<file path="src/rtl/ahb_pkg.sv">
// Shared encodings for the AHB-lite master: transfer types, sizes, master
// states and the slave register map.
package ahb_pkg;

    localparam logic [1:0] HTRANS_IDLE   = 2'b00;
    localparam logic [1:0] HTRANS_NONSEQ = 2'b10;

    localparam logic [1:0] SIZE_BYTE = 2'd0;
    localparam logic [1:0] SIZE_HALF = 2'd1;
    localparam logic [1:0] SIZE_WORD = 2'd2;

    typedef enum logic [1:0] {
        ST_IDLE,
        ST_ADDR,
        ST_DATA,
        ST_ERR
    } mst_state_e;

    // Slave register file map (byte addresses)
    localparam logic [3:0] REG_BUFFER     = 4'h0;
    localparam logic [3:0] REG_STATUS     = 4'h4;
    localparam logic [3:0] REG_ERROR      = 4'h6;
    localparam logic [3:0] REG_OCCUPANCY  = 4'h8;
    localparam logic [3:0] REG_TX_CONTROL = 4'hC;
    localparam logic [3:0] REG_FLUSH      = 4'hD;

    // A command is legal when its size is defined and its address is
    // naturally aligned to that size.
    function automatic logic cmd_legal(input logic [1:0] size,
                                       input logic [1:0] addr_lo);
        logic ok;
        case (size)
            SIZE_BYTE: ok = 1'b1;
            SIZE_HALF: ok = ~addr_lo[0];
            SIZE_WORD: ok = (addr_lo == 2'b00);
            default:   ok = 1'b0;
        endcase
        return ok;
    endfunction

endpackage

</file>
<file path="src/rtl/ahb_lane_steer.sv">
// Byte-lane steering: replicates write data across all lanes and extracts
// the addressed read lane, zero-extended.
module ahb_lane_steer
    import ahb_pkg::*;
(
    input  logic [1:0]  size,
    input  logic [1:0]  addr_lo,
    input  logic [31:0] wdata,
    input  logic [31:0] hrdata,
    output logic [31:0] wdata_rep,
    output logic [31:0] rdata_ext
);

    // Replicate and extract according to transfer size and low address bits
    always_comb begin
        wdata_rep = wdata;
        rdata_ext = hrdata;
        case (size)
            SIZE_BYTE: begin
                wdata_rep = {4{wdata[7:0]}};
                rdata_ext = {24'b0, hrdata[{addr_lo, 3'b000} +: 8]};
            end
            SIZE_HALF: begin
                wdata_rep = {2{wdata[15:0]}};
                rdata_ext = {16'b0, hrdata[{addr_lo[1], 4'b0000} +: 16]};
            end
            default: begin
                wdata_rep = wdata;
                rdata_ext = hrdata;
            end
        endcase
    end

endmodule

</file>
<file path="src/rtl/ahb_lite_master.sv">
// Single-outstanding AHB-lite initiator: command handshake in, address
// phase, data phase, one-cycle response pulse out, with hready timeout.
module ahb_lite_master
    import ahb_pkg::*;
#(
    parameter int TIMEOUT_CYCLES = 16,
    parameter int ADDR_W         = 4
) (
    input  logic              clk,
    input  logic              rst,
    input  logic              cmd_valid,
    output logic              cmd_ready,
    input  logic              cmd_write,
    input  logic [ADDR_W-1:0] cmd_addr,
    input  logic [1:0]        cmd_size,
    input  logic [31:0]       cmd_wdata,
    output logic              rsp_valid,
    output logic              rsp_error,
    output logic [31:0]       rsp_rdata,
    output logic              hsel,
    output logic [ADDR_W-1:0] haddr,
    output logic [1:0]        hsize,
    output logic              hwrite,
    output logic [1:0]        htrans,
    output logic [31:0]       hwdata,
    input  logic [31:0]       hrdata,
    input  logic              hready,
    input  logic              hresp
);

    localparam int CNT_W = (TIMEOUT_CYCLES > 2) ? $clog2(TIMEOUT_CYCLES) : 1;
    localparam logic [CNT_W-1:0] TMO_LAST = CNT_W'(TIMEOUT_CYCLES - 1);

    mst_state_e        state_q, state_d;
    logic              hsel_q, hsel_d;
    logic [1:0]        htrans_q, htrans_d;
    logic [ADDR_W-1:0] haddr_q, haddr_d;
    logic [1:0]        hsize_q, hsize_d;
    logic              hwrite_q, hwrite_d;
    logic [31:0]       hwdata_q, hwdata_d;
    logic [31:0]       wdata_q, wdata_d;
    logic              rsp_valid_q, rsp_valid_d;
    logic              rsp_error_q, rsp_error_d;
    logic [31:0]       rsp_rdata_q, rsp_rdata_d;
    logic [CNT_W-1:0]  tmo_q, tmo_d;

    logic [31:0]       wdata_rep;
    logic [31:0]       rdata_ext;
    logic              timeout;

    // Lane steering works from the latched command, so it is valid for the
    // whole of ADDR and DATA regardless of what the command port does.
    ahb_lane_steer u_steer (
        .size      (hsize_q),
        .addr_lo   (haddr_q[1:0]),
        .wdata     (wdata_q),
        .hrdata    (hrdata),
        .wdata_rep (wdata_rep),
        .rdata_ext (rdata_ext)
    );

    assign cmd_ready = (state_q == ST_IDLE);
    assign hsel      = hsel_q;
    assign htrans    = htrans_q;
    assign haddr     = haddr_q;
    assign hsize     = hsize_q;
    assign hwrite    = hwrite_q;
    assign hwdata    = hwdata_q;
    assign rsp_valid = rsp_valid_q;
    assign rsp_error = rsp_error_q;
    assign rsp_rdata = rsp_rdata_q;

    // Timeout fires on the last permitted consecutive hready-low bus cycle
    assign timeout = (state_q != ST_IDLE) && !hready && (tmo_q == TMO_LAST);

    // Next-state and next-output computation for the transfer sequencer
    always_comb begin
        state_d     = state_q;
        hsel_d      = hsel_q;
        htrans_d    = htrans_q;
        haddr_d     = haddr_q;
        hsize_d     = hsize_q;
        hwrite_d    = hwrite_q;
        hwdata_d    = hwdata_q;
        wdata_d     = wdata_q;
        rsp_valid_d = 1'b0;
        rsp_error_d = 1'b0;
        rsp_rdata_d = rsp_rdata_q;

        if (state_q != ST_IDLE && !hready) begin
            tmo_d = tmo_q + 1'b1;
        end else begin
            tmo_d = '0;
        end

        case (state_q)
            ST_IDLE: begin
                if (cmd_valid) begin
                    wdata_d = cmd_wdata;
                    if (!cmd_legal(cmd_size, cmd_addr[1:0])) begin
                        // Rejected locally: the bus never sees it
                        rsp_valid_d = 1'b1;
                        rsp_error_d = 1'b1;
                        rsp_rdata_d = '0;
                    end else begin
                        haddr_d  = cmd_addr;
                        hsize_d  = cmd_size;
                        hwrite_d = cmd_write;
                        hsel_d   = 1'b1;
                        htrans_d = HTRANS_NONSEQ;
                        state_d  = ST_ADDR;
                    end
                end
            end
            ST_ADDR: begin
                if (hready) begin
                    htrans_d = HTRANS_IDLE;
                    hwdata_d = wdata_rep;
                    state_d  = ST_DATA;
                end
            end
            ST_DATA: begin
                if (hready) begin
                    rsp_valid_d = 1'b1;
                    rsp_error_d = hresp;
                    rsp_rdata_d = (hresp || hwrite_q) ? '0 : rdata_ext;
                    hsel_d      = 1'b0;
                    state_d     = ST_IDLE;
                end else if (hresp) begin
                    state_d = ST_ERR;
                end
            end
            ST_ERR: begin
                if (hready) begin
                    rsp_valid_d = 1'b1;
                    rsp_error_d = 1'b1;
                    rsp_rdata_d = '0;
                    hsel_d      = 1'b0;
                    state_d     = ST_IDLE;
                end
            end
            default: begin
                state_d = ST_IDLE;
            end
        endcase

        // Abort overrides whatever the bus state would otherwise do
        if (timeout) begin
            rsp_valid_d = 1'b1;
            rsp_error_d = 1'b1;
            rsp_rdata_d = '0;
            hsel_d      = 1'b0;
            htrans_d    = HTRANS_IDLE;
            state_d     = ST_IDLE;
        end
    end

    // State and registered outputs, cleared asynchronously
    always_ff @(posedge clk or posedge rst) begin
        if (rst) begin
            state_q     <= ST_IDLE;
            hsel_q      <= 1'b0;
            htrans_q    <= HTRANS_IDLE;
            haddr_q     <= '0;
            hsize_q     <= '0;
            hwrite_q    <= 1'b0;
            hwdata_q    <= '0;
            wdata_q     <= '0;
            rsp_valid_q <= 1'b0;
            rsp_error_q <= 1'b0;
            rsp_rdata_q <= '0;
            tmo_q       <= '0;
        end else begin
            state_q     <= state_d;
            hsel_q      <= hsel_d;
            htrans_q    <= htrans_d;
            haddr_q     <= haddr_d;
            hsize_q     <= hsize_d;
            hwrite_q    <= hwrite_d;
            hwdata_q    <= hwdata_d;
            wdata_q     <= wdata_d;
            rsp_valid_q <= rsp_valid_d;
            rsp_error_q <= rsp_error_d;
            rsp_rdata_q <= rsp_rdata_d;
            tmo_q       <= tmo_d;
        end
    end

endmodule
</file>
<file path="config.mk">
export PLATFORM = sky130hd
export DESIGN_NAME = ahb_lite_master
export DESIGN_NICKNAME = d
export VERILOG_FILES = /design/src/rtl/ahb_pkg.sv /design/src/rtl/ahb_lane_steer.sv /design/src/rtl/ahb_lite_master.sv
export SDC_FILE = /design/constraint.sdc
export NUM_CORES = 1
export LEC_CHECK = 0
export CORE_UTILIZATION = 51
export DETAILED_ROUTE_END_ITERATION = 10
export HOLD_SLACK_MARGIN = 0.15
export PLACE_DENSITY = 0.86
export SKIP_LAST_GASP = 1
export SYNTH_ARGS = -nofsm -noshare
export SYNTH_HDL_FRONTEND = slang
export SYNTH_SLANG_ARGS = --single-unit
</file>
<file path="constraint.sdc">
create_clock -name clk -period 8.9 [get_ports clk]
set_input_delay 1.78 -clock clk [delete_from_list [all_inputs] [get_ports clk]]
set_output_delay 1.78 -clock clk [all_outputs]
set_load 0.03 [all_outputs]
</file>
# ---- Yosys cells after proc, flatten, opt, wreduce, memory -nomap -nowiden
# Cells that the tools add are included.
dict set report word_totals {
  wordCells 89
  regBits 114
  output_inout_bits 77
}
dict set report op_classes {
  addsub 1
  shift 2
  n_mux 38
  n_reduce_logical 20
  n_eq_ne 15
  n_bitwise 1
}
# op n
set op_table {}
lappend op_table {{32-bit 2-to-1 mux} 6}
lappend op_table {{32-bit case mux with 2 select lines} 2}
lappend op_table {{32-bit case mux with 3 select lines} 1}
lappend op_table {{32-bit by 6-bit indexed part select with 16-bit output} 1}
lappend op_table {{32-bit by 6-bit indexed part select with 8-bit output} 1}
lappend op_table {{2-bit 2-to-1 mux} 10}
lappend op_table {{1-bit 2-to-1 mux} 12}
lappend op_table {{3-bit != test, second input constant} 4}
lappend op_table {{5-bit AND reduction} 2}
lappend op_table {{2-bit zero test} 4}
lappend op_table {{2-bit case mux with 4 select lines} 1}
lappend op_table {{4-bit AND reduction} 2}
lappend op_table {{2-bit by 1-bit equality test with 1-bit output, second input constant} 3}
lappend op_table {{2-bit equality test, second input constant} 3}
lappend op_table {{3-bit by 1-bit != test with 1-bit output, second input constant} 2}
lappend op_table {{1-bit case mux with 3 select lines} 2}
lappend op_table {{3-bit nonzero test} 2}
lappend op_table {{4-bit by 1-bit adder with 4-bit output, second input constant} 1}
lappend op_table {{4-bit equality test, second input constant} 1}
lappend op_table {{4-bit 2-to-1 mux} 1}
lappend op_table {{4-bit != test, second input constant} 1}
lappend op_table {{1-bit case mux with 2 select lines} 2}
lappend op_table {{2-bit case mux with 2 select lines} 1}
lappend op_table {{2-bit AND reduction} 2}
lappend op_table {{9 further kinds} 10}

# ---- Logic depth before layout (Yosys ltp)
# Gate-level depths: netlist of run 1.
dict set report depth {
  ltp_word 8
  depth_mapped 7
}

# ---- Hierarchy
# A second synthesis of run 1 with hierarchy kept.
dict set report unflattened {
  hier_cells 540
  hier_area_um2 5551.6
}
# module cells_each seq_area_each_um2 n_inst area_each_um2
set modules_own_cells {}
lappend modules_own_cells {ahb_lite_master 416 2827.7 1 4605.7}
lappend modules_own_cells {ahb_lane_steer 124 0.0 1 945.9}

# ---- Least setup slack after synthesis of run 1
# Ideal clock, no wire load.
dict set report synth_timing {
  path_kind {input-to-reg}
  from {in cmd_valid}
  to {reg rsp_rdata_q[10] (netlist: rsp_rdata[10])}
  path_stages 6
  arrival_time_ns 3.113
  required_ns 8.779
  setup_slack_ns 5.666
  setup_ns 0.121
  n_path_buf 2
  cell_sequence {nor3b_4 or3b_1 and2_1 clkbuf_1 buf_2 a22o_1}
}
dict set report synth_via {
  elab_chain_len 2
}
# item line
set synth_lines {}
lappend synth_lines {{start: declaration} ahb_lite_master.sv:11} ;# input logic cmd_valid,
lappend synth_lines {{3-bit by 2-bit != test with 1-bit output (no source line)} n/a}
lappend synth_lines {{5-bit AND reduction (no source line)} n/a}
lappend synth_lines {{end signal: assignment} ahb_lite_master.sv:184} ;# rsp_rdata_q <= rsp_rdata_d;
lappend synth_lines {{end: declaration} ahb_lite_master.sv:44} ;# logic [31:0] rsp_rdata_q, rsp_rdata_d;
# Every way passes these cells.
# A chain may end at the register's enable or synchronous reset.

# ---- Worst setup path after layout of run 1
dict set report layout_timing {
  from {in cmd_valid}
  to {reg rsp_rdata_q[31] (netlist: rsp_rdata[31])}
}
# Same word-level chain as after synthesis.

==> results of run 1 <==
## layer usage
| metal | vias to the layer above | track usage |
|---|---|---|
| li1 | 1787 | - |
| met1 | 1975 | 0.353 |
| met2 | 204 | 0.455 |
| met3 | 39 | 0.0690 |
| met4 | 0 | 0.137 |
| met5 | - | 0 |
## cell usage after synthesis
| cell | number |
|---|---|
| conb_1 | 1 |
| nand2_1 | 33 |
| nor3_1 | 4 |
| nand3_1 | 2 |
| or3_1 | 1 |
| o2bb2ai_1 | 7 |
| a21boi_0 | 1 |
| buf_1 | 1 |
| mux2_2 | 54 |
| buf_2 | 6 |
| nor2_1 | 11 |
| or3b_1 | 1 |
| o21bai_1 | 1 |
| and2_1 | 1 |
| a32o_1 | 17 |
| a211oi_2 | 1 |
| mux2i_1 | 32 |
| o21ai_0 | 32 |
| a31o_2 | 1 |
| a22o_1 | 31 |
| clkinv_1 | 1 |
| nor3b_1 | 2 |
| o211ai_1 | 1 |
| nor3b_4 | 1 |
| buf_4 | 3 |
| o2111ai_1 | 1 |
| clkbuf_1 | 22 |
| nor2b_1 | 5 |
| xor2_1 | 1 |
| inv_1 | 6 |
| xnor2_1 | 1 |
| a21oi_1 | 12 |
| o21ai_1 | 1 |
| ha_1 | 1 |
| dfrtp_1 | 113 |
## registers in the layout, indices dropped and copies added (netlist names)
signal,cells
rsp_rdata,32
hsel,1
state_q,2
hsize,2
hwdata,32
haddr,4
wdata_q,32
hwrite,1
tmo_q,4
rsp_valid,1
htrans,1
rsp_error,1
## power breakdown
group	internal (mW)	switching (mW)	total [mW]
combinational	0.450	0.533	0.983
sequential	0.681	0.156	0.837
clock	0.446	0.234	0.680
total	1.58	0.923	2.50
## layout make-up
class,instances,area [um2]
clock buffers,22,463
flip-flops and latches,113,2830
repair buffers,154,1530
multi-input cells,257,2030
clock inverters,10,133
inverters,7,28.8
well taps,129,161
fillers,613,2190
## cells in the final DEF, fill, tap and decap left out, types with 2 or more instances in the layout
cell	Yosys	final
dfrtp_1	113	112
clkdlybuf4s50_1	0	151
mux2i_1	32	32
o21ai_0	32	32
clkinv_2	0	4
nor2_1	11	11
nand2_1	33	32
nor3_1	4	4
a21oi_1	12	12
bufinv_16	0	3
inv_1	6	5
mux2_2	54	54
a32o_1	17	17
nor3b_1	2	2
clkinvlp_4	0	3
o2bb2ai_1	7	7
a22o_1	31	31
clkbuf_16	0	16
clkbuf_8	0	4
buf_4	3	3
nor2b_1	5	5
clkbuf_1	22	2
nand3_1	2	2
## final timing paths
check                                end  slack, ns
setup / recovery           rsp_rdata[31]       4.65
hold / removal                  tmo_q[0]       0.47
setup reg to reg           rsp_rdata[31]       5.84
hold reg to reg                 tmo_q[0]       0.47
max in group asynchronous      hwdata[9]       5.95
min in group asynchronous       tmo_q[2]       1.74
## cell families (layout without fill, tap and decap cells)
family	count (synthesis)	count (layout)	share of synthesized area
DFF	113	113	0.564
xor gates and xnor gates	2	2	0.00349
adders and majority gates	1	1	0.00249
and+or+nand+nor	61	61	0.0561
muxes	86	86	0.185
other	1	1	0.000747
AOI/OAI and AO/OA	106	106	0.156
buffers and inverters	39	193	0.0329
## critical path, delay by kind of cell
| family | cells | cell delay, ns |
|---|---|---|
| compound gates | 2 | 1.39 |
| buf+inv | 2 | 0.88 |
| simple gates | 2 | 0.62 |
==> results.yml, run 1 <==
synthesis:
  syn_area_per_cell_um2: 12.3
  synth_area_leaders: "dfrtp_1 56%, mux2_2 12%, mux2i_1 6.4%, a22o_1 5.4%, a32o_1 3.4%"
  ys_warn_count: 0
  netlist_area_um2: 5020
  yosysSeqAreaShare: 0.564
  ys_ff_latch: 113
  syn_nets: 486
  netlist_instances: 409
  synth_top_area_frac: 0.564
  synth_area_leader_cell: "dfrtp_1"
  synth_cell_types: 35
placed_design:
  portBuffers: 151
  hpwl_um: 8680
  place_area_um2: 6590
  finalWeightedCongestion: 0.788
  dpl.cell_count: 660
  place_ws_ns: 4.14
power:
  leakage_nw: 3.08
  vdd_drop_max_uv: 270
  power.density_nw_per_um2: 348
  p_total_mw: 2.50
cells_and_area:
  drive_above_1_share: 0.165
  area_growth_pct: 43.2
  num-nets-final: 627
  design_area_um2: 7180
  final_cells: 692
  fin_util: 0.766
  antenna_cells: 0
global_route:
  grt_pass1_wl_um: 21400
  antenna_found_initial: 0
  grt_pass1_vias: 4181
  grt_overflow_total: 0
  track_usage: 0.280
  grt_max_degree: 62
floorplan:
  io_pins: 153
  dieHeight_um: 101
  dieWidth_um: 101
  core_area_um2: 9370
  initial_core_util: 0.535
  rows: 35
  dieArea_um2: 10200
timing:
  fmaxAchievable_mhz: 235
  setup_viol: 0
  fin_tns_setup_ns: 0
  layout_min_cycle_time_ns: 4.25
  final.setup.worst_slack_ns: 4.65
  clock_skew_ns: 0.00922
  whs_ns: 0.471
  slew_headroom: 0.124
  rsz0062_at_grt: "no"
  final_hold_viol_count: 0
  post-route-period-util: 0.477
  drv_slew: 0
  worst_slew_pin_slew_ns: 1.31
clock_tree:
  path_clk_slew_ns: 0.05
  ctsLongestPathBuffers: 2
  htreeDepth: 4
  clock-sinks: 113
  tritoncts: "built"
  cts_setup_buffers: 0
  clkLatencyLatePin_ns: 0.51
  hold_buffers: 0
  postCtsResizedCells: 0
  cts_root_buf: "clkbuf_8"
  cts_buffers: 17
route:
  drtIter0Drc: 185
  wl_met2_um: 6570
  routed_wl_um: 13700
  dr.max_layer_used: "met4"
  drc: 0
  drt_pass1_iterations: 7
  wl_met3_um: 1080
  vias_per_cell: 5.79
  wl_per_cell_um: 19.8
  m1WireLength_um: 5660
  drtAntennaViolNets: 0
  vias: 4005
setup_path:
  start_kind: "primary input"
  crit_path_cell_trace: "clkdlybuf4s50_1 -> nor3b_4 -> buf_4 -> or3b_1 -> a211oi_4 -> a32o_1"
  worstReg2RegStart: "state_q[0]"
  critPathKind: "in2reg"
  worstPathArrival_ns: 4.68
  required_ns: 9.34
  rr_worst_depth: 5
  crit_fanout: 34
  worst_path_max_delay_cell: "a211oi_4"
  end_kind: "register"
  slowest_delay_ns: 1.09
  crit_path_start: "cmd_valid"
flow_run:
  drv_cap: 0
outcome:
  status: "complete, no violations"
min_path:
  whs_path_depth: 1
  hp-start: "tmo_q[0]"
  worstHoldPathType: "reg2reg"
(Power assumes the default switching activity.)
==> inputs of run 2 (changes only) <==
Settings changed: CORE_UTILIZATION 51 to 42, PLACE_DENSITY 0.86 to 0.76.
Clock period 8.9 ns to 3.8 ns, I/O delays scaled along.
==> run 2 against run 1 <==
  * The run now ends with DRC left
  * Sequential cell count unchanged
  * Wire length down 3.1%
  * Via count down 1.3%
  * Clock power up 150%
  * Critical path depth down 5
  * Non-clock buffer count up 3
  * Largest cell class unchanged
  * Largest power group unchanged
  * Highest routed layer unchanged
==> results.yml, run 2 (synthesis results as in run 1) <==
route:
  wl_per_cell_um: 18.7
  routed_wl_um: 13300
  vias_per_cell: 5.58
  drc: 32
  drtIter0Drc: 279
  drt_pass1_iterations: 8
  vias: 3954
  drtAntennaViolNets: 0
global_route:
  grt_pass1_wl_um: 21000
  grt_overflow_total: 0
  gr-usage-met1: 0.268
  grt_use_met2: 0.361
  busiest_layer: "met2"
  grt_pass1_vias: 4025
  track_usage: 0.221
  grt_util_met3: 0.0782
  antenna_found_initial: 0
  grt_max_degree: 78
timing:
  final.setup.worst_slack_ns: 0.961
  clock_skew_ns: 0.0118
  drv_slew: 0
  fin_tns_setup_ns: 0
  rsz0062_at_grt: "no"
  slew_headroom: 0.278
  layout_min_cycle_time_ns: 2.84
  fmaxAchievable_mhz: 352
  whs_ns: 0.477
  setup_viol: 0
  final_hold_viol_count: 0
  worst_slew_pin_slew_ns: 1.08
  post-route-period-util: 0.747
cells_and_area:
  final_cell_mix: "151 x clkdlybuf4s50_1, 112 x dfrtp_1, 54 x mux2_2"
  antenna_cells: 0
  mostFrequentLayoutCell: "clkdlybuf4s50_1"
  num-nets-final: 630
  drive_above_1_share: 0.168
  area_growth_pct: 45.0
clock_tree:
  tritoncts: "built"
  htreeDepth: 4
  postCtsResizedCells: 0
  path_clk_slew_ns: 0.05
  cts_setup_buffers: 0
  clock-sinks: 113
  hold_buffers: 0
  cts_buffers: 17
  cts_root_buf: "clkbuf_16"
  ctsLongestPathBuffers: 2
  clkLatencyLatePin_ns: 0.41
floorplan:
  io_pins: 153
  dieWidth_um: 111
  dieHeight_um: 111
  initial_core_util: 0.436
  core_area_um2: 11500
  rows: 39
  dieArea_um2: 12400
placed_design:
  place_ws_ns: 0.923
  portBuffers: 151
  hpwl_um: 8900
  finalWeightedCongestion: 0.867
setup_path:
  crit_path_cell_trace: "clkdlybuf4s50_1"
  cp_top_family: "flip-flops"
  required_ns: 3.04
  path_buf_inv: 1
  worstPathArrival_ns: 2.08
  slowest_delay_ns: 0.86
  worst_path_max_delay_cell: "dfrtp_1"
  start_kind: "register"
  critPathKind: "reg2out"
  end_kind: "output pin"
  crit_fanout: 19
power:
  p_sw_mw: 2.13
  p_seq_frac: 0.332
  clkPwrFrac: 0.286
  vdd_drop_max_uv: 486
  power.density_nw_per_um2: 819
  leakage_nw: 3.12
  p_total_mw: 5.96
  switching_share: 0.357
  p_int_mw: 3.83
  comb_power_share: 0.383
min_path:
  worstHoldPathType: "reg2reg"
flow_run:
  drv_cap: 0
outcome:
  violations: "DRC"
  status: "finished, violations left"
==> run 2: changes by cell type in the layout (fill, tap and decap cells not counted) <==
cell        delta
clkbuf_8       -3
buf_4          +2
bufinv_16      +2
buf_12         +1
clkbuf_1       +1
clkbuf_16      +1
clkinvlp_4     -1
==> run 2: cell type report <==
cell class	count	area, um2
multi-input cells	257	2030
flip-flops and latches	113	2830
clock buffers	21	450
inverters	7	28.8
well taps	143	179
repair buffers	157	1570
clock inverters	11	185
fillers	899	4240
==> run 2: worst paths after layout <==
path | startpoint | endpoint | slack [ns] | cells past startpoint
max in group asynchronous | rst | hwdata[26] | 2.26 | 3
min reg2reg | hwdata[25] | hwdata[25] | 0.48 | 2
max | haddr[1] | haddr[1] | 0.96 | 1
min | hwdata[25] | hwdata[25] | 0.48 | 2
max reg2reg | hsize[0] | rsp_rdata[3] | 1.42 | 4
min in group asynchronous | rst | hwdata[0] | 0.73 | 2
==> run 2: layer usage <==
metal	vias to the layer above	part of all wire
li1	1787	-
met1	1996	0.41
met2	154	0.49
met3	17	0.084
met4	0	0.014
met5	-	0
==> run 2: power groups by stage <==
stage,Clock (mW),Combinational [mW],Sequential (mW)
final,1.70,2.28,1.98
after global routing,1.78,2.43,2.03
after CTS,1.73,2.30,1.97
after detailed placement,0,2.28,1.98
after global placement,0,2.23,1.96
after floorplan,0,1.09,2.28
==> run 2: metrics by stage <==
stage,util,instances,instance area (um2)
2_1_floorplan,-,409,5020
3_3_place_gp,0.577,677,6640
3_5_place_dp,0.577,677,6640
4_1_cts,0.632,709,7280
5_1_grt,0.632,709,7280
6_report,0.632,709,7280
